`config.mk`:
```
export PLATFORM = sky130hd
export DESIGN_NAME = ddr4_cmd_scheduler_flat
export DESIGN_NICKNAME = d
export VERILOG_FILES = /design/src/rtl/ddr4_cmd_scheduler_pkg.sv /design/src/rtl/ddr4_cmd_scheduler_if.sv /design/src/rtl/ddr4_cmd_scheduler_bank_table.sv /design/src/rtl/ddr4_cmd_scheduler.sv /design/src/flat_wrapper.sv
export SDC_FILE = /design/constraint.sdc
export NUM_CORES = 1
export LEC_CHECK = 0
export ABC_AREA = 0
export ABC_CLOCK_PERIOD_IN_PS = 3190
export CORE_MARGIN = 1.5
export CORE_UTILIZATION = 25
export DETAILED_ROUTE_END_ITERATION = 16
export HOLD_SLACK_MARGIN = 0.02
export PLACE_DENSITY = 0.49
export SKIP_LAST_GASP = 1
export SYNTH_ARGS = -nofsm -noshare
export SYNTH_HDL_FRONTEND = slang
export SYNTH_SLANG_ARGS = --single-unit
```
`constraint.sdc`:
```
create_clock -name clk -period 3.19 [get_ports clk]
set_input_delay 0.4785 -clock clk [delete_from_list [all_inputs] [get_ports clk]]
set_output_delay 0.4785 -clock clk [all_outputs]
set_load 0.02 [all_outputs]
```
`src/rtl/ddr4_cmd_scheduler_pkg.sv`:
```
// Shared types and constants for the DDR4 command scheduler.
// The command triplets are the RAS_n/CAS_n/WE_n values that ride on A16/A15/A14.
package ddr4_sched_pkg;

  typedef enum logic [2:0] {
    ST_IDLE,
    ST_PRE,
    ST_PRE_WAIT,
    ST_ACT,
    ST_ACT_WAIT,
    ST_CAS,
    ST_CAS_WAIT,
    ST_BURST
  } state_t;

  // {RAS_n, CAS_n, WE_n}
  localparam logic [2:0] CMD_PRE = 3'b010;
  localparam logic [2:0] CMD_RD  = 3'b101;
  localparam logic [2:0] CMD_WR  = 3'b100;

  // A-bus bit positions that carry command meaning
  localparam int A_RAS_N = 16;
  localparam int A_CAS_N = 15;
  localparam int A_WE_N  = 14;
  localparam int A_AP    = 10;

  // Column command triplet for a read or a write
  function automatic logic [2:0] cas_code(input logic write);
    return write ? CMD_WR : CMD_RD;
  endfunction

endpackage

```
`src/rtl/ddr4_cmd_scheduler_if.sv`:
```
// Request-side and DIMM-side bundles of the DDR4 command scheduler.
// The scheduler is the slave of the request bundle and the master of the command bundle.
interface ddr4_req_if #(
  parameter int BGWIDTH   = 2,
  parameter int BAWIDTH   = 2,
  parameter int ADDRWIDTH = 17,
  parameter int COLWIDTH  = 10
);
  logic                 req_valid;
  logic                 req_ready;
  logic                 req_write;
  logic [BGWIDTH-1:0]   req_bg;
  logic [BAWIDTH-1:0]   req_ba;
  logic [ADDRWIDTH-1:0] req_row;
  logic [COLWIDTH-1:0]  req_col;

  modport master (
    output req_valid, req_write, req_bg, req_ba, req_row, req_col,
    input  req_ready
  );

  modport slave (
    input  req_valid, req_write, req_bg, req_ba, req_row, req_col,
    output req_ready
  );
endinterface

interface ddr4_cmd_if #(
  parameter int BGWIDTH   = 2,
  parameter int BAWIDTH   = 2,
  parameter int ADDRWIDTH = 17
);
  logic                 stall;
  logic                 cke;
  logic                 cs_n;
  logic                 act_n;
  logic [ADDRWIDTH-1:0] A;
  logic [BGWIDTH-1:0]   bg;
  logic [BAWIDTH-1:0]   ba;
  logic                 data_phase;
  logic                 data_write;

  modport master (
    input  stall,
    output cke, cs_n, act_n, A, bg, ba, data_phase, data_write
  );

  modport slave (
    output stall,
    input  cke, cs_n, act_n, A, bg, ba, data_phase, data_write
  );
endinterface

```
`src/rtl/ddr4_cmd_scheduler_bank_table.sv`:
```
// Open-page bookkeeping: one open bit and one row register per bank.
// Lookup is combinational; updates land on the clock edge.
module ddr4_bank_table #(
  parameter int IDXW = 4,
  parameter int ROWW = 17
) (
  input  logic            clk,
  input  logic            reset_n,
  input  logic [IDXW-1:0] lk_idx_i,
  input  logic [ROWW-1:0] lk_row_i,
  output logic            lk_open_o,
  output logic            lk_hit_o,
  input  logic            upd_en_i,
  input  logic            upd_set_i,
  input  logic [IDXW-1:0] upd_idx_i,
  input  logic [ROWW-1:0] upd_row_i
);
  localparam int NBANK = 1 << IDXW;

  logic [NBANK-1:0] open_vec;
  logic [ROWW-1:0]  row_arr [NBANK];

  generate
    for (genvar gi = 0; gi < NBANK; gi++) begin : g_bank
      logic            open_q;
      logic [ROWW-1:0] row_q;

      // Open bit: set on ACT, cleared on PRE, wiped by reset
      always_ff @(posedge clk or negedge reset_n) begin
        if (!reset_n) begin
          open_q <= 1'b0;
        end else if (upd_en_i && upd_idx_i == IDXW'(gi)) begin
          open_q <= upd_set_i;
        end
      end

      // Row register only matters while the open bit is set, so it needs no reset
      always_ff @(posedge clk) begin
        if (upd_en_i && upd_set_i && upd_idx_i == IDXW'(gi)) begin
          row_q <= upd_row_i;
        end
      end

      assign open_vec[gi] = open_q;
      assign row_arr[gi]  = row_q;
    end
  endgenerate

  assign lk_open_o = open_vec[lk_idx_i];
  assign lk_hit_o  = lk_open_o && (row_arr[lk_idx_i] == lk_row_i);

endmodule

```
`src/rtl/ddr4_cmd_scheduler.sv`:
```
// Single-requester DDR4 command sequencer with an open-page policy.
// Command pins are registered; stall only masks cs_n/act_n/req_ready combinationally
// so a command held in PRE/ACT/CAS goes out on the first unstalled cycle.
module ddr4_cmd_scheduler
  import ddr4_sched_pkg::*;
#(
  parameter int BGWIDTH   = 2,
  parameter int BAWIDTH   = 2,
  parameter int ADDRWIDTH = 17,
  parameter int COLWIDTH  = 10,
  parameter int BL        = 8,
  parameter int TRP       = 4,
  parameter int TRCD      = 4,
  parameter int TCL       = 5,
  parameter int TCWL      = 4,
  parameter int CNTWIDTH  = 6
) (
  input logic        clk,
  input logic        reset_n,
  ddr4_req_if.slave  req,
  ddr4_cmd_if.master cmd
);
  localparam int IDXW = BGWIDTH + BAWIDTH;

  state_t               state_q;
  logic                 cke_q, ready_q, cs_n_q, act_n_q;
  logic                 data_phase_q, data_write_q;
  logic [ADDRWIDTH-1:0] a_q;
  logic [BGWIDTH-1:0]   bg_q;
  logic [BAWIDTH-1:0]   ba_q;
  logic [CNTWIDTH-1:0]  wait_q, beat_q;

  // Latched request
  logic                 lat_write_q;
  logic [BGWIDTH-1:0]   lat_bg_q;
  logic [BAWIDTH-1:0]   lat_ba_q;
  logic [ADDRWIDTH-1:0] lat_row_q;
  logic [COLWIDTH-1:0]  lat_col_q;

  logic                 accept_d, issue_pre_d, issue_act_d, issue_cas_d;
  logic                 lk_open_d, lk_hit_d, upd_en_d, upd_set_d;
  logic                 cur_write_d;
  logic [BGWIDTH-1:0]   cur_bg_d;
  logic [BAWIDTH-1:0]   cur_ba_d;
  logic [ADDRWIDTH-1:0] cur_row_d;
  logic [COLWIDTH-1:0]  cur_col_d;
  logic [ADDRWIDTH-1:0] a_pre_d, a_cas_d;
  logic [CNTWIDTH-1:0]  cas_lat_d;

  assign accept_d = req.req_valid & ready_q & ~cmd.stall;

  // In IDLE the first command is issued straight from the incoming request
  assign cur_write_d = (state_q == ST_IDLE) ? req.req_write : lat_write_q;
  assign cur_bg_d    = (state_q == ST_IDLE) ? req.req_bg    : lat_bg_q;
  assign cur_ba_d    = (state_q == ST_IDLE) ? req.req_ba    : lat_ba_q;
  assign cur_row_d   = (state_q == ST_IDLE) ? req.req_row   : lat_row_q;
  assign cur_col_d   = (state_q == ST_IDLE) ? req.req_col   : lat_col_q;

  assign cas_lat_d = lat_write_q ? CNTWIDTH'(TCWL) : CNTWIDTH'(TCL);

  // Table is touched when a PRE or ACT actually leaves the pins
  assign upd_en_d  = ~cmd.stall & ((state_q == ST_PRE) | (state_q == ST_ACT));
  assign upd_set_d = (state_q == ST_ACT);

  ddr4_bank_table #(
    .IDXW (IDXW),
    .ROWW (ADDRWIDTH)
  ) u_bank_table (
    .clk       (clk),
    .reset_n   (reset_n),
    .lk_idx_i  ({req.req_bg, req.req_ba}),
    .lk_row_i  (req.req_row),
    .lk_open_o (lk_open_d),
    .lk_hit_o  (lk_hit_d),
    .upd_en_i  (upd_en_d),
    .upd_set_i (upd_set_d),
    .upd_idx_i ({lat_bg_q, lat_ba_q}),
    .upd_row_i (lat_row_q)
  );

  // A-bus images for PRE (single bank) and RD/WR (no auto-precharge)
  always_comb begin
    a_pre_d = '0;
    {a_pre_d[A_RAS_N], a_pre_d[A_CAS_N], a_pre_d[A_WE_N]} = CMD_PRE;
    a_pre_d[A_AP] = 1'b0;
    a_cas_d = '0;
    {a_cas_d[A_RAS_N], a_cas_d[A_CAS_N], a_cas_d[A_WE_N]} = cas_code(cur_write_d);
    a_cas_d[A_AP] = 1'b0;
    a_cas_d[COLWIDTH-1:0] = cur_col_d;
  end

  // Decide which command, if any, is loaded onto the pins at the coming edge
  always_comb begin
    issue_pre_d = 1'b0;
    issue_act_d = 1'b0;
    issue_cas_d = 1'b0;
    if (!cmd.stall) begin
      case (state_q)
        ST_IDLE: begin
          if (accept_d) begin
            if (lk_hit_d)       issue_cas_d = 1'b1;
            else if (lk_open_d) issue_pre_d = 1'b1;
            else                issue_act_d = 1'b1;
          end
        end
        ST_PRE:      issue_act_d = (TRP == 1);
        ST_PRE_WAIT: issue_act_d = (wait_q == CNTWIDTH'(1));
        ST_ACT:      issue_cas_d = (TRCD == 1);
        ST_ACT_WAIT: issue_cas_d = (wait_q == CNTWIDTH'(1));
        default: ;
      endcase
    end
  end

  // Sequencer: state, wait/beat counters and registered pin values
  always_ff @(posedge clk or negedge reset_n) begin
    if (!reset_n) begin
      state_q      <= ST_IDLE;
      cke_q        <= 1'b0;
      ready_q      <= 1'b0;
      cs_n_q       <= 1'b1;
      act_n_q      <= 1'b1;
      a_q          <= '0;
      bg_q         <= '0;
      ba_q         <= '0;
      data_phase_q <= 1'b0;
      data_write_q <= 1'b0;
      wait_q       <= '0;
      beat_q       <= '0;
      lat_write_q  <= 1'b0;
      lat_bg_q     <= '0;
      lat_ba_q     <= '0;
      lat_row_q    <= '0;
      lat_col_q    <= '0;
    end else begin
      cke_q <= 1'b1;
      if (!cmd.stall) begin
        cs_n_q  <= 1'b1;
        act_n_q <= 1'b1;
        case (state_q)
          ST_IDLE: begin
            // ready follows cke by one cycle after reset release
            ready_q <= cke_q;
            if (accept_d) begin
              ready_q     <= 1'b0;
              lat_write_q <= req.req_write;
              lat_bg_q    <= req.req_bg;
              lat_ba_q    <= req.req_ba;
              lat_row_q   <= req.req_row;
              lat_col_q   <= req.req_col;
            end
          end
          ST_PRE: begin
            if (TRP > 1) begin
              state_q <= ST_PRE_WAIT;
              wait_q  <= CNTWIDTH'(TRP - 1);
            end
          end
          ST_PRE_WAIT, ST_ACT_WAIT: wait_q <= wait_q - CNTWIDTH'(1);
          ST_ACT: begin
            if (TRCD > 1) begin
              state_q <= ST_ACT_WAIT;
              wait_q  <= CNTWIDTH'(TRCD - 1);
            end
          end
          ST_CAS: begin
            if (cas_lat_d > CNTWIDTH'(1)) begin
              state_q <= ST_CAS_WAIT;
              wait_q  <= cas_lat_d - CNTWIDTH'(1);
            end else begin
              state_q      <= ST_BURST;
              data_phase_q <= 1'b1;
              beat_q       <= CNTWIDTH'(BL);
            end
          end
          ST_CAS_WAIT: begin
            if (wait_q == CNTWIDTH'(1)) begin
              state_q      <= ST_BURST;
              data_phase_q <= 1'b1;
              beat_q       <= CNTWIDTH'(BL);
            end else begin
              wait_q <= wait_q - CNTWIDTH'(1);
            end
          end
          ST_BURST: begin
            if (beat_q == CNTWIDTH'(1)) begin
              state_q      <= ST_IDLE;
              data_phase_q <= 1'b0;
              ready_q      <= 1'b1;
            end else begin
              beat_q <= beat_q - CNTWIDTH'(1);
            end
          end
          default: state_q <= ST_IDLE;
        endcase

        if (issue_pre_d) begin
          state_q <= ST_PRE;
          cs_n_q  <= 1'b0;
          a_q     <= a_pre_d;
          bg_q    <= cur_bg_d;
          ba_q    <= cur_ba_d;
        end
        if (issue_act_d) begin
          state_q <= ST_ACT;
          cs_n_q  <= 1'b0;
          act_n_q <= 1'b0;
          a_q     <= cur_row_d;
          bg_q    <= cur_bg_d;
          ba_q    <= cur_ba_d;
        end
        if (issue_cas_d) begin
          state_q      <= ST_CAS;
          cs_n_q       <= 1'b0;
          a_q          <= a_cas_d;
          bg_q         <= cur_bg_d;
          ba_q         <= cur_ba_d;
          data_write_q <= cur_write_d;
        end
      end
    end
  end

  assign req.req_ready  = ready_q & ~cmd.stall;
  assign cmd.cke        = cke_q;
  assign cmd.cs_n       = cs_n_q | cmd.stall;
  assign cmd.act_n      = act_n_q | cmd.stall;
  assign cmd.A          = a_q;
  assign cmd.bg         = bg_q;
  assign cmd.ba         = ba_q;
  assign cmd.data_phase = data_phase_q;
  assign cmd.data_write = data_write_q;

endmodule

```
`src/flat_wrapper.sv`:
```
// flat-port wrapper written by rule: the top's interface ports become plain ports
module ddr4_cmd_scheduler_flat import ddr4_sched_pkg::*;
#(
  parameter int BGWIDTH   = 2,
  parameter int BAWIDTH   = 2,
  parameter int ADDRWIDTH = 17,
  parameter int COLWIDTH  = 10,
  parameter int BL        = 8,
  parameter int TRP       = 4,
  parameter int TRCD      = 4,
  parameter int TCL       = 5,
  parameter int TCWL      = 4,
  parameter int CNTWIDTH  = 6
)
  (clk, reset_n, req_req_valid, req_req_write, req_req_bg, req_req_ba, req_req_row, req_req_col, req_req_ready, cmd_stall, cmd_cke, cmd_cs_n, cmd_act_n, cmd_A, cmd_bg, cmd_ba, cmd_data_phase, cmd_data_write);
  ddr4_req_if #(.BGWIDTH(BGWIDTH), .BAWIDTH(BAWIDTH), .ADDRWIDTH(ADDRWIDTH), .COLWIDTH(COLWIDTH)) req_i ();
  ddr4_cmd_if #(.BGWIDTH(BGWIDTH), .BAWIDTH(BAWIDTH), .ADDRWIDTH(ADDRWIDTH)) cmd_i ();
  input logic clk;
  input logic reset_n;
  input wire logic [$bits(req_i.req_valid)-1:0] req_req_valid;
  input wire logic [$bits(req_i.req_write)-1:0] req_req_write;
  input wire logic [$bits(req_i.req_bg)-1:0] req_req_bg;
  input wire logic [$bits(req_i.req_ba)-1:0] req_req_ba;
  input wire logic [$bits(req_i.req_row)-1:0] req_req_row;
  input wire logic [$bits(req_i.req_col)-1:0] req_req_col;
  output wire logic [$bits(req_i.req_ready)-1:0] req_req_ready;
  input wire logic [$bits(cmd_i.stall)-1:0] cmd_stall;
  output wire logic [$bits(cmd_i.cke)-1:0] cmd_cke;
  output wire logic [$bits(cmd_i.cs_n)-1:0] cmd_cs_n;
  output wire logic [$bits(cmd_i.act_n)-1:0] cmd_act_n;
  output wire logic [$bits(cmd_i.A)-1:0] cmd_A;
  output wire logic [$bits(cmd_i.bg)-1:0] cmd_bg;
  output wire logic [$bits(cmd_i.ba)-1:0] cmd_ba;
  output wire logic [$bits(cmd_i.data_phase)-1:0] cmd_data_phase;
  output wire logic [$bits(cmd_i.data_write)-1:0] cmd_data_write;
  assign req_i.req_valid = req_req_valid;
  assign req_i.req_write = req_req_write;
  assign req_i.req_bg = req_req_bg;
  assign req_i.req_ba = req_req_ba;
  assign req_i.req_row = req_req_row;
  assign req_i.req_col = req_req_col;
  assign req_req_ready = req_i.req_ready;
  assign cmd_i.stall = cmd_stall;
  assign cmd_cke = cmd_i.cke;
  assign cmd_cs_n = cmd_i.cs_n;
  assign cmd_act_n = cmd_i.act_n;
  assign cmd_A = cmd_i.A;
  assign cmd_bg = cmd_i.bg;
  assign cmd_ba = cmd_i.ba;
  assign cmd_data_phase = cmd_i.data_phase;
  assign cmd_data_write = cmd_i.data_write;
  ddr4_cmd_scheduler #(.BGWIDTH(BGWIDTH), .BAWIDTH(BAWIDTH), .ADDRWIDTH(ADDRWIDTH), .COLWIDTH(COLWIDTH), .BL(BL), .TRP(TRP), .TRCD(TRCD), .TCL(TCL), .TCWL(TCWL), .CNTWIDTH(CNTWIDTH)) u_core (.clk(clk), .reset_n(reset_n), .req(req_i), .cmd(cmd_i));
endmodule
```
# ---- Word level (Yosys, flattened, before mapping)
# Index checks and enable logic that the tools add are counted.
# Widths: inputs -> output; s select.
dict set report classes {
  addsub 3
  order_cmp 3
  n_eq_ne 33
  n_mux 60
  bitwise_logic 9
  reduce_logical 51
}
# op n
set op_table {}
lappend op_table {{$mux 17} 6}
lappend op_table {{$bmux 17 s4} 1}
lappend op_table {{$logic_and 1x1->1} 34}
lappend op_table {{$eq 4x4->1 const B} 8}
lappend op_table {{$mux 6} 5}
lappend op_table {{$mux 1} 26}
lappend op_table {{$pmux 6 s4} 1}
lappend op_table {{$pmux 6 s3} 1}
lappend op_table {{$sub 6x1->6 const B} 3}
lappend op_table {{$eq 17x17->1} 1}
lappend op_table {{$eq 4x3->1 const B} 4}
lappend op_table {{$mux 2} 8}
lappend op_table {{$mux 3} 5}
lappend op_table {{$pmux 3 s5} 1}
lappend op_table {{$eq 3x3->1 const B} 4}
lappend op_table {{$eq 6x1->1 const B} 2}
lappend op_table {{$mux 10} 1}
lappend op_table {{$ne 5x1->1 const B} 2}
lappend op_table {{$reduce_and 5->1} 2}
lappend op_table {{$eq 4x2->1 const B} 2}
lappend op_table {{$reduce_and 4->1} 2}
lappend op_table {{$reduce_bool 8->1} 1}
lappend op_table {{$eq 3x2->1 const B} 2}
lappend op_table {{$gt 6x1->1 const B} 1}
lappend op_table {{other kinds (21)} 36}
dict set report totals {
  reg_bits 362
  inputBits 36
  output_inout_bits 27
  elab_cells 208
}

# ---- Depth between registers and ports, before layout
# Gate-level depths: netlist of run 1.
dict set report logic_depth {
  ltp_word 13
  ltp_mapped 14
  depth_no_buf 10
}

# ---- By module
# Synthesis of run 1 repeated with hierarchy kept, for this count alone.
dict set report unflattened {
  cells_unflattened 955
  hier_area_um2 15357.2
}
# module instances cells_per_inst area_each_um2 seq_area_each_um2
set by_module_without_submodules {}
lappend by_module_without_submodules {ddr4_bank_table 1 556 11603.6 8568.2}
lappend by_module_without_submodules {ddr4_cmd_scheduler 1 399 3753.6 1854.3}

# ---- Least setup slack after synthesis of run 1
# Ideal clock, no wire load.
dict set report synth_path {
  path_type {in2reg}
  start {input port req_req_ba[1]}
  end {register u_core.data_write_q (netlist: u_core.cmd.data_write)}
  arrival_ns 2.684
  path_slack_ns 0.427
  stages 13
  path_cell_list {buf_6 -> buf_8 -> buf_4 -> mux4_2 -> a22oi_1 -> nand2_1 -> xnor2_1 -> o2111ai_1 -> nor4_2 -> nand4_1 -> nand2_2 -> buf_6 -> mux2i_1}
}
dict set report synth_between {
  elab_chain_cells 11
  word_cells_on_any_way 13
  classes_between {eq/ne (1); mux (9); bitwise (1); reduce/logical (2)}
}
# element line_no
set synth_rtl {}
lappend synth_rtl {{start, declared} flat_wrapper.sv:23} ;# input wire logic [$bits(req_i.req_ba)-1:0] req_req_ba;
lappend synth_rtl {{$not 4->5 (implied by the code)} ddr4_cmd_scheduler_bank_table.sv:50} ;# assign lk_hit_o = lk_open_o && (row_arr[lk_idx_i] == lk_row_i);
lappend synth_rtl {{$bmux 17 s4} ddr4_cmd_scheduler_bank_table.sv:50}
lappend synth_rtl {{$mux 17 (implied by the code) (2 in series)} ddr4_cmd_scheduler_bank_table.sv:50}
lappend synth_rtl {{$eq 17x17->1} ddr4_cmd_scheduler_bank_table.sv:50}
lappend synth_rtl {{$logic_and 1x1->1 *} ddr4_cmd_scheduler_bank_table.sv:50}
lappend synth_rtl {{$mux 1 *} ddr4_cmd_scheduler.sv:101} ;# if (lk_hit_d) issue_cas_d = 1'b1;
lappend synth_rtl {{$mux 1 *} ddr4_cmd_scheduler.sv:100} ;# if (accept_d) begin
lappend synth_rtl {{$pmux 1 s2 *} ddr4_cmd_scheduler.sv:98} ;# case (state_q)
lappend synth_rtl {{$mux 1 *} ddr4_cmd_scheduler.sv:97} ;# if (!cmd.stall) begin
lappend synth_rtl {{$reduce_and 2->1 (no line) *} n/a}
lappend synth_rtl {{end signal, assigned} ddr4_cmd_scheduler.sv:218} ;# data_write_q <= cur_write_d;
lappend synth_rtl {{end, declared} ddr4_cmd_scheduler.sv:27} ;# logic data_phase_q, data_write_q;
# Mark *: on every way between the ends. The rest lies on a longest branch, timed or not. The select of a mux whose other input is x is not followed.
# A chain may end at the register's enable or synchronous reset.

# ---- Final worst setup path of run 1
dict set report layout_path {
  start {register u_core.u_bank_table.g_bank[7].row_q[12]}
  end {register u_core.data_write_q (netlist: u_core.cmd.data_write)}
}
dict set report layout_between {
  elab_chain_cells 10
}
# element line_no
set layout_rtl {}
lappend layout_rtl {{start, declared} ddr4_cmd_scheduler_bank_table.sv:26} ;# logic [ROWW-1:0] row_q;
lappend layout_rtl {{start signal, assigned} ddr4_cmd_scheduler_bank_table.sv:40} ;# row_q <= upd_row_i;
lappend layout_rtl {{$bmux 17 s4} ddr4_cmd_scheduler_bank_table.sv:50}
lappend layout_rtl {{$mux 17 (implied by the code) (2 in series)} ddr4_cmd_scheduler_bank_table.sv:50}
lappend layout_rtl {{$eq 17x17->1} ddr4_cmd_scheduler_bank_table.sv:50}
lappend layout_rtl {{$logic_and 1x1->1} ddr4_cmd_scheduler_bank_table.sv:50}
lappend layout_rtl {{$mux 1} ddr4_cmd_scheduler.sv:101}
lappend layout_rtl {{$mux 1} ddr4_cmd_scheduler.sv:100}
lappend layout_rtl {{$pmux 1 s2} ddr4_cmd_scheduler.sv:98}
lappend layout_rtl {{$mux 1} ddr4_cmd_scheduler.sv:97}
lappend layout_rtl {{$reduce_and 2->1 (no line)} n/a}
# No other way between the ends. The select of a mux whose other input is x is not followed.

==> results of run 1 <==
-- placed cells by master (no fill, tap or decap), drive strengths merged, types with 7 or more instances in the layout --
cell type,Yosys,layout
inv,18,19
o21ai,40,40
nand2,92,92
xnor2,17,17
clkdlybuf4s50,0,58
nor2,44,44
nand3,8,8
nor3,10,10
nor2b,7,7
mux4,59,59
mux2,46,46
edfxtp,272,272
mux2i,52,52
a221o,11,11
clkinv,0,10
xor2,9,9
dfrtp,88,88
buf,27,99
clkbuf,22,57
a21oi,25,25
-- sequential cells by signal, summed over array words and instances, names as in the netlist, 2 cells and up --
name                               count
u_core.lat_row_q                      17
u_core.lat_bg_q                        2
u_core.cmd.A                          17
u_core.u_bank_table.g_bank.open_q     16
u_core.lat_col_q                      10
u_core.cmd.ba                          2
u_core.u_bank_table.g_bank.row_q     272
u_core.cmd.bg                          2
u_core.wait_q                          6
u_core.lat_ba_q                        2
u_core.state_q                         3
u_core.beat_q                          6
-- through the flow --
| stage | instance area (sq um) | instances | util [%] | worst slack (ns) |
|---|---|---|---|---|
| finish | 18870 | 1891 | 31.80 | 0.3650 |
| global route | 18870 | 1891 | 31.80 | 0.1733 |
| CTS | 18870 | 1891 | 31.80 | 0.3053 |
| detailed placement | 17470 | 1816 | 29.43 | -0.1832 |
| global placement | 17470 | 1816 | 29.43 | -0.1663 |
| floorplan | 15080 | 935 | - | 0.4267 |
-- cells in the mapped netlist (4+ instances only) --
cell / number / area share (%)
nor2b_1: 7 / 0.29
or3_1: 4 / 0.17
nor3_1: 10 / 0.33
nand2b_1: 6 / 0.25
buf_4: 10 / 0.50
ha_1: 4 / 0.33
a21oi_1: 25 / 0.83
inv_1: 18 / 0.45
a22oi_1: 5 / 0.25
xnor2_1: 17 / 0.99
and3_1: 5 / 0.21
nor2_1: 44 / 1.1
clkbuf_1: 22 / 0.55
edfxtp_1: 272 / 54
mux2i_1: 52 / 3.5
nand3_1: 8 / 0.27
xor2_1: 9 / 0.52
a31oi_1: 5 / 0.21
mux4_2: 58 / 8.7
nand2_1: 91 / 2.3
or2_2: 4 / 0.17
a221o_1: 11 / 0.73
o21ai_0: 38 / 1.3
buf_2: 13 / 0.43
mux2_2: 46 / 3.4
a211oi_1: 5 / 0.25
dfrtp_1: 88 / 15
-- path summary, 6_finish.rpt --
check                                                         from                     to  slack [ns]
max                        u_core.u_bank_table.g_bank[7].row_q[12]  u_core.cmd.data_write        0.36
max in group asynchronous                                  reset_n   u_core.lat_row_q[13]        1.97
max reg2reg                u_core.u_bank_table.g_bank[7].row_q[12]  u_core.cmd.data_write        0.36
min reg2reg                                          u_core.cs_n_q          u_core.cs_n_q        0.47
min in group asynchronous                                  reset_n      u_core.state_q[0]        0.51
min                                                  req_req_ba[0]     u_core.lat_ba_q[0]        0.44
-- worst max-delay path, cell delays in order, from the launching register on --
cell	delay, ns
edfxtp_1	0.35
mux4_2	0.47
mux2i_1	0.19
mux2i_1	0.14
xnor2_1	0.17
buf_4	0.16
o2111ai_1	0.24
nor4_2	0.33
nand4_1	0.24
nand2_2	0.15
buf_12	0.14
mux2i_1	0.18
-- layer usage --
layer | vias up | share of wire, % | global-route usage [%]
met5 | - | 0 | 0
met4 | 0 | 2.3 | 4.277
met3 | 58 | 4.1 | 1.853
met2 | 184 | 47 | 21.65
met1 | 4544 | 47 | 18.63
li1 | 3896 | - | -
-- repair_timing --
item | 4_1_cts | 5_1_grt
hold buffers | 1 | 0
hold endpoints to repair | 43 | 0
setup buffers | 0 | 0
endpoints found under the setup margin | 0 | 0
-- cell type report --
cell class	count	area [sq um]	area share, %
timing repair buffer	158	1632	8.645
tap	773	967.2	5.125
clock buffer	57	1147	6.079
sequential	362	10420	55.22
inverter	18	67.56	0.3580
multi-input combinational	506	4390	23.26
clock inverter	17	246.5	1.306
-- power groups by stage --
| stage | Sequential, uW | Combinational [uW] | Clock, uW |
|---|---|---|---|
| 2_1_floorplan | 6540 | 1220 | 0 |
| 3_3_place_gp | 6680 | 2080 | 0 |
| 3_5_place_dp | 6710 | 2100 | 0 |
| 4_1_cts | 6620 | 2100 | 5030 |
| 5_1_grt | 6730 | 2270 | 5170 |
| 6_report | 6610 | 2070 | 4900 |
-- kinds of logic (layout without fill, tap and decap cells) --
| kind of cell | Yosys count | count (layout) | share of synthesized area (%) |
|---|---|---|---|
| buffers and inverters | 67 | 250 | 2.198 |
| XOR/XNOR | 26 | 26 | 1.510 |
| flip-flops | 362 | 362 | 69.11 |
| AND/OR/NAND/NOR | 200 | 200 | 6.031 |
| multiplexers | 157 | 157 | 15.72 |
| AO/OA/AOI/OAI | 118 | 118 | 5.077 |
| other | 1 | 1 | 0.02486 |
| adder cells (fa/ha/maj) | 4 | 4 | 0.3319 |
==> flow_metrics.env, run 1 <==
export IMPL_status="completed"
export IMPL_grt_usage_pct=13.41
export IMPL_nFillCells=5767
export IMPL_hold_depth=3
export IMPL_drc=0
export IMPL_cts_made_buffers=41
export IMPL_cts_resized=0
export IMPL_slew_headroom_pct=47.30
export IMPL_grt_pass1_wl_mm=61.53
export IMPL_timing_final_crit_share_pct=88.56
export IMPL_finClkSkew_ns=0.01817
export IMPL_fmax_mhz=354.0
export IMPL_dieArea_sq_mm=0.06181
export IMPL_first_global_vias=9079
export IMPL_clkTransAtPathRegs_ns=0.06
export IMPL_insertion_delay_ns=0.56
export IMPL_initial_utilization_pct=25.41
export IMPL_cp_max_fo=14
export IMPL_slew_viol_final=0
export IMPL_via_count=8682
export IMPL_dp_hpwl_mm=27.10
export IMPL_hold_viol_final=0
export IMPL_crit_arrival_ns=3.31
export IMPL_finish_net_count=1127
export IMPL_drive_above_1_share_pct=26.21
export IMPL_syn_area_per_cell_sq_um=16.13
export IMPL_grt_overflow_total=0
export IMPL_diodes=0
export IMPL_p_comb_share_pct=15.3
export IMPL_ys_types=60
export IMPL_fin_hold_ws_ns=0.4383
export IMPL_fp_row_count=89
export IMPL_period_minus_slack_ns=2.825
export IMPL_cts_root_buf="clkbuf_16"
export IMPL_synth_edf_count=272
export IMPL_synth_cells=935
export IMPL_syn_nets=975
export IMPL_final_antenna_net_count=0
export IMPL_htreeDepth=2
export IMPL_critPathCaptureType="flip-flop"
export IMPL_yosys_warnings=0
export IMPL_setup_tns_ns=0
export IMPL_internal_power_uw=9884
export IMPL_first_iter_violations=603
export IMPL_ys_seq_area_share_pct=69.11
export IMPL_hold_class="input pin to flip-flop"
export IMPL_grt_max_degree=47
export IMPL_power_leakage_uw=0.006852
export IMPL_die_height_um=248.6
export IMPL_drt_wl_total_mm=41.40
export IMPL_ys_ff_latch=362
export IMPL_worstSetupStartpointType="flip-flop"
export IMPL_netlist_area_sq_mm=0.01508
export IMPL_seqPwrFrac_pct=48.7
export IMPL_io_buffers=62
export IMPL_worstPathRequired_ns=3.67
export IMPL_antenna_found_initial=0
export IMPL_globalplace_congestion=0.7809
export IMPL_via_per_inst=4.591
export IMPL_final_setup_viol_count=0
export IMPL_cts_sinks=362
export IMPL_worstMarginPinSlew_ns=0.7905
export IMPL_io_pins=63
export IMPL_core_area_sq_mm=0.05935
export IMPL_cts_buffer_depth=3
export IMPL_avgRoutedWirePerCell_um=21.89
export IMPL_drt_first_pass_iters=7
export IMPL_synth_ff_type="edfxtp_1"
export IMPL_reg2reg_depth=11
export IMPL_power_net_switching_uw=3693
export IMPL_clkPwrFrac_pct=36.1
export IMPL_rsz0062_at_grt="no"
export IMPL_die_w_um=248.6
export IMPL_total_power_uw=13580
export IMPL_cts_tree="built"
export IMPL_ys_async_sr_fraction_pct=24.86
export IMPL_peakVddDrop_uv=319.7
export IMPL_maxCapViolations=0
export IMPL_critPathKind="flip-flop to flip-flop"
export IMPL_syn2layout_area_growth_pct=25.14
export IMPL_power_per_cell_area_mw_per_mm2=719.4
export IMPL_switching_share_pct=27.20
(Power assumes the default switching activity.)
==> run 2: changes to the inputs <==
- ABC_CLOCK_PERIOD_IN_PS: 3190 -> 2900
- CORE_UTILIZATION: 25 -> 29
- CTS_BUF_LIST: default -> sky130_fd_sc_hd__clkbuf_2
- PLACE_DENSITY: 0.49 -> 0.53
- clock period: 3.19 -> 2.9 ns (I/O delays scaled with it)
==> run 2 against run 1 <==
Total power fell by 3.8%; highest routed layer unchanged; largest cell class unchanged; global-route usage rose by 1.6 points; combinational power rose by 9.7%; sequential share of layout area rose by 1.4 points; setup slack got worse by 0.28 ns; register-to-register slack got worse by 0.28 ns.
==> flow_metrics.env, run 2 (synthesized netlist as in run 1, its figures left out) <==
export IMPL_status="completed"
export IMPL_maxCapViolations=0
export IMPL_rsz0062_at_grt="no"
export IMPL_die_w_um=231.1
export IMPL_antenna_found_initial=1
export IMPL_dpl_cell_count=1738
export IMPL_insertion_delay_ns=0.97
export IMPL_nFillCells=4963
export IMPL_drive_above_1_share_pct=32.23
export IMPL_slew_viol_final=0
export IMPL_clkTransAtPathRegs_ns=0.11
export IMPL_crit_arrival_ns=3.67
export IMPL_worstPathRequired_ns=3.76
export IMPL_multiInputGateArea_sq_mm=0.004388
export IMPL_grt_usage_pct=15.00
export IMPL_globalplace_congestion=0.8209
export IMPL_fmax_mhz=355.7
export IMPL_final_common_cell="edfxtp_1"
export IMPL_die_height_um=231.1
export IMPL_clkPwrFrac_pct=26.6
export IMPL_hold_class="input pin to flip-flop"
export IMPL_grt_max_degree=56
export IMPL_grt_overflow_total=0
export IMPL_fin_util_pct=35.80
export IMPL_setup_tns_ns=0
export IMPL_regMostFlops="u_core.u_bank_table.g_bank.row_q"
export IMPL_slew_headroom_pct=52.74
export IMPL_cts_made_buffers=94
export IMPL_seqPwrFrac_pct=56.0
export IMPL_cts_sinks=362
export IMPL_critPathKind="flip-flop to flip-flop"
export IMPL_io_pins=63
export IMPL_io_buffers=62
export IMPL_p_comb_share_pct=17.4
export IMPL_cts_buffer_depth=3
export IMPL_final_antenna_net_count=0
export IMPL_period_minus_slack_ns=2.811
export IMPL_drt_wl_total_mm=39.45
export IMPL_worstMarginPinSlew_ns=0.7089
export IMPL_cp_max_fo=14
export IMPL_switching_share_pct=31.19
export IMPL_core_area_sq_mm=0.05141
export IMPL_power_leakage_uw=0.006921
export IMPL_cts_root_buf="clkbuf_2"
export IMPL_drt_first_pass_iters=6
export IMPL_worstSetupStartpointType="flip-flop"
export IMPL_dieArea_sq_mm=0.05338
export IMPL_grt_pass1_wl_mm=58.91
export IMPL_power_net_switching_uw=4076
export IMPL_finish_net_count=1198
export IMPL_power_per_cell_area_mw_per_mm2=710.0
export IMPL_avgRoutedWirePerCell_um=20.59
export IMPL_via_count=9014
export IMPL_timing_final_crit_share_pct=96.94
export IMPL_mostFrequentLayoutCells="edfxtp_1 (272), clkbuf_2 (143), nand2_1 (91)"
export IMPL_dp_hpwl_mm=25.98
export IMPL_syn2layout_area_growth_pct=22.03
export IMPL_final_setup_viol_count=0
export IMPL_drc=0
export IMPL_hold_viol_final=0
export IMPL_critPathCaptureType="flip-flop"
export IMPL_internal_power_uw=8990
export IMPL_fp_row_count=83
export IMPL_via_per_inst=4.705
export IMPL_register_area_sq_mm=0.01042
export IMPL_largest_reg_flops=272
export IMPL_initial_utilization_pct=29.34
export IMPL_finClkSkew_ns=0.07261
export IMPL_fin_hold_ws_ns=0.1379
export IMPL_first_iter_violations=662
export IMPL_peakVddDrop_uv=200.4
export IMPL_final_cells=1916
export IMPL_cts_tree="built"
export IMPL_htreeDepth=3
export IMPL_first_global_vias=9348
## run 2: power groups by stage
stage | sequential (uW) | clock, uW | combinational [uW]
floorplan | 7190 | 0 | 1340
global placement | 7390 | 0 | 2270
detailed placement | 7430 | 0 | 2300
CTS | 7320 | 3610 | 2310
global route | 7430 | 3890 | 2510
finish | 7320 | 3470 | 2270
## run 2: layout make-up
cell class | count | share of cell area (%)
Sequential cell | 362 | 56.63
Inverter | 18 | 0.3671
Clock buffer | 143 | 3.889
Clock inverter | 30 | 0.8022
Timing Repair Buffer | 176 | 9.831
Tap cell | 680 | 4.623
Antenna cell | 1 | 0.01360
Multi-Input combinational cell | 506 | 23.84
## run 2: routing by layer
metal / track usage (%) / up-vias / routed length [um]
li1: - / 4106 / -
met1: 19.71 / 4600 / 17440
met2: 24.86 / 262 / 19240
met3: 3.174 / 46 / 2079
met4: 4.575 / 0 / 685
met5: 0 / - / 0
## run 2: critical path, stage by stage, from the launching register on
cell and delay (ns):
edfxtp_1 0.38, mux4_1 0.51, mux4_2 0.49, or2_0 0.23, a221oi_2 0.37, nand4_1 0.25, nand2_2 0.14, buf_12 0.14
mux2i_1 0.18
## run 2: worst paths after layout
kind	startpoint	to	slack, ns	cells after the start
hold reg to reg	u_core.act_n_q	u_core.act_n_q	0.48	2
hold / removal	req_req_col[3]	u_core.lat_col_q[3]	0.14	2
min in group asynchronous	reset_n	u_core.act_n_q	0.55	3
setup / recovery	u_core.u_bank_table.g_bank[11].row_q[4]	u_core.cmd.data_write	0.09	8
setup reg to reg	u_core.u_bank_table.g_bank[11].row_q[4]	u_core.cmd.data_write	0.09	8
max in group asynchronous	reset_n	u_core.u_bank_table.g_bank[3].open_q	1.98	4
## run 2: stage by stage
stage                     power, uW  setup slack, ns  cell area, sq um
after floorplan                8531           0.1802             15080
after global placement         9660          -0.5416             17480
after detailed placement       9732          -0.5965             17480
after CTS                     13240           0.1037             18400
after global routing          13830          0.01464             18400
final                         13070          0.08861             18400
## run 2: timing repair
| action | 4_1_cts | 5_1_grt |
|---|---|---|
| setup buffers | 0 | 0 |
| endpoints found under the setup margin | 8 | 0 |
| hold endpoints to repair | 91 | 0 |
| gates resized for setup | 1 | 0 |
| hold buffers | 4 | 0 |
==> run 3: changes to the inputs <==
- CTS_CLUSTER_SIZE: default -> 12
==> results of run 3 <==
The final DEF is identical to that of run 2; final timing and power are the same.
==> patch (config.mk and constraints of run 3) <==
Encoding of `state_t`: now one-hot (8 bits for 8 states).
--- a/src/rtl/ddr4_cmd_scheduler_pkg.sv
+++ b/src/rtl/ddr4_cmd_scheduler_pkg.sv
@@ -3,13 +3,13 @@
 package ddr4_sched_pkg;
 
-  typedef enum logic [2:0] {
-    ST_IDLE,
-    ST_PRE,
-    ST_PRE_WAIT,
-    ST_ACT,
-    ST_ACT_WAIT,
-    ST_CAS,
-    ST_CAS_WAIT,
-    ST_BURST
+  typedef enum logic [7:0] {
+    ST_IDLE     = 8'b00000001,
+    ST_PRE      = 8'b00000010,
+    ST_PRE_WAIT = 8'b00000100,
+    ST_ACT      = 8'b00001000,
+    ST_ACT_WAIT = 8'b00010000,
+    ST_CAS      = 8'b00100000,
+    ST_CAS_WAIT = 8'b01000000,
+    ST_BURST    = 8'b10000000
   } state_t;
 
Function: same outputs for any inputs over 4 cycles, from zero or initial values and one cycle with reset_n low; so few cycles prove little.
==> patch against run 3 <==
  * Non-clock buffer count down 2
  * Highest routed layer unchanged
  * Final area increased by 1.4%
  * Routed wire length decreased by 0.51%
  * Total power increased by 9.0%
  * Largest power group unchanged
  * Setup slack better by 0.029 ns
  * Sequential share of layout area shrank 0.10 points
  * Sequential cell count rose by 5
  * Synthesized area grew 2.6%
==> patch: results (changes against run 3) <==
Yosys
  – Seq/Total Area, Yosys: 68.16% (was 69.11%)
  – Synth top cells by count: edfxtp_1, nand2_1, dfrtp_1 (unchanged)
  – Ys async rst share: 25.89% (was 24.86%)
  – Post-synth net total: 1066 (was 975)
  – Synth cell types: 62 (was 60)

Power
  – Static Leakage: 7.078 nW (was 6.921 nW)
  – Cell Int Power: 0.009529 W (was 0.008990 W)
  – Peak supply drop: 0.5081 mV (was 0.2004 mV)

Timing
  – Fin Hold WS: 0.1206 ns (was 0.1379 ns)
  – Worst Max-Slew Pin Slew: 0.7595 ns (was 0.7089 ns)
  – Worst Skew: 0.06614 ns (was 0.07261 ns)
  – Post-route minimum period: 2.783 ns (was 2.811 ns)

Finish
  – Layout buffer count excluding clock buffers: 174 (was 176)
  – Clock-cell share of area: 4.928% (was 4.691%)
  – # clk buffers: 154 (was 143)
  – Multi-input gate area: 0.004651 sq mm (was 0.004388 sq mm)
  – Fill cell count: 5056 (was 4963)
  – Final Net Count: 1285 (was 1198)
  – Fraction of layout cells with a size suffix above 1: 27.86% (was 32.23%)
  – Inverters: 12 (was 18)
  – Multi-input gate count: 594 (was 506)
  – Seq cells: 367 (was 362)
  – Data buffer area share: 8.743% (was 9.831%)
  – N_diodes: 2 (was 1)

Global routing
  – Largest net degree at the start of global routing: 51 (was 56)
  – GRT Util Overall: 14.82% (was 15.00%)
  – M1 GR Usage: 19.65% (was 19.71%)
  – First-pass GRT wire length: 60380 um (was 58910 um)
  – Met3 Use GR: 3.745% (was 3.174%)
  – GR Util met2: 23.99% (was 24.86%)
  – Vias in the first global route: 9836 (was 9348)

Routing
  – First-pass DRT Iterations: 5 (was 6)
  – WL met2: 19010 um (was 19240 um)
  – Vias per Instance: 4.719 (was 4.705)
  – Initial DRC Count: 607 (was 662)
  – WL per Instance: 19.52 um (was 20.59 um)
  – Wire length on met3: 1841 um (was 2079 um)

CTS
  – Worst-Skew Late Latency: 1.02 ns (was 0.97 ns)
  – Resized cells post-CTS: 0 (was 1)
  – Inserted Clock Buffers: 96 (was 94)

Worst setup path
  – Worst r2r src: u_core.u_bank_table.g_bank[1].row_q[9]$_DFFE_PP_ (was u_core.u_bank_table.g_bank[11].row_q[4]$_DFFE_PP_)
  – CP max FO: 12 (was 14)
  – Reg-to-Reg End: u_core.cmd.A[1]$_DFFE_PN0P_ (was u_core.cmd.data_write$_DFFE_PN0P_)
  – Reg2reg path depth: 10 (was 8)
  – CP max stage cell: mux4_2 (was mux4_1)

Die
  – Tapcell count: 688 (was 680)

Outcome
  – Outcome: finished, final reports clean (unchanged)

Place
  – RD Place Congestion: 0.7837 (was 0.8209)
  – Setup slack at placement: -0.4705 ns (was -0.5965 ns)
  – Cell Area, Placed: 0.01755 sq mm (was 0.01748 sq mm)
  – Post-DP HPWL: 26470 um (was 25980 um)

Min path
  – Hold Crit Depth: 5 (was 2)
  – Hold Crit Start: req_req_ba[1] (was req_req_col[3])
-- patch: cell types whose count changed in the layout (fill, tap and decap cells not counted), moves of 11 or more --
cell / before / now
buf_12: 27 / 10
dlygate4sd3_1: 3 / 15
nor2_1: 28 / 41
clkinv_1: 24 / 11
mux2_2: 46 / 1
o21ai_0: 38 / 50
clkbuf_2: 143 / 154
a221o_1: 11 / 0
nand2_1: 91 / 175
-- patch: power by group through the flow --
stage	Clock (W)	Sequential (W)	Combinational, W
2_1_floorplan	0	0.00749	0.00172
3_3_place_gp	0	0.00768	0.00293
3_5_place_dp	0	0.00773	0.00296
4_1_cts	0.00386	0.00762	0.00299
5_1_grt	0.00413	0.00774	0.00328
6_report	0.00369	0.00761	0.00294
-- patch: worst max-delay path, delay by kind of cell, from the launching register on --
kind	cells	cell delay [ns]
multiplexers	2	0.97
AND/OR/NAND/NOR	3	0.49
flip-flops	1	0.39
buffers and inverters	2	0.37
AO/OA/AOI/OAI	2	0.28
XOR/XNOR	1	0.15
-- patch: repair_timing --
| item | CTS | global route |
|---|---|---|
| hold buffers | 16 | 0 |
| endpoints found under the setup margin | 0 | 12 |
| setup buffers | 0 | 1 |
| hold endpoints to repair | 106 | 0 |
-- patch: per-stage QoR --
step                      util (%)  instances
after floorplan                  -       1026
after global placement       33.33       1818
after detailed placement     33.33       1818
after CTS                    35.42       2008
after global routing         35.44       2011
final                        35.44       2011
-- patch: kinds of logic (layout without fill, tap and decap cells) --
logic type,Yosys count,in the layout,share of synthesized area (%)
compound gates,133,133,5.667
buf+inv,65,360,2.078
other cells,1,3,0.02423
xor+xnor,33,33,1.868
fa+ha+maj,4,4,0.3234
simple gates,302,302,8.699
mux,121,121,13.18
flops,367,367,68.16
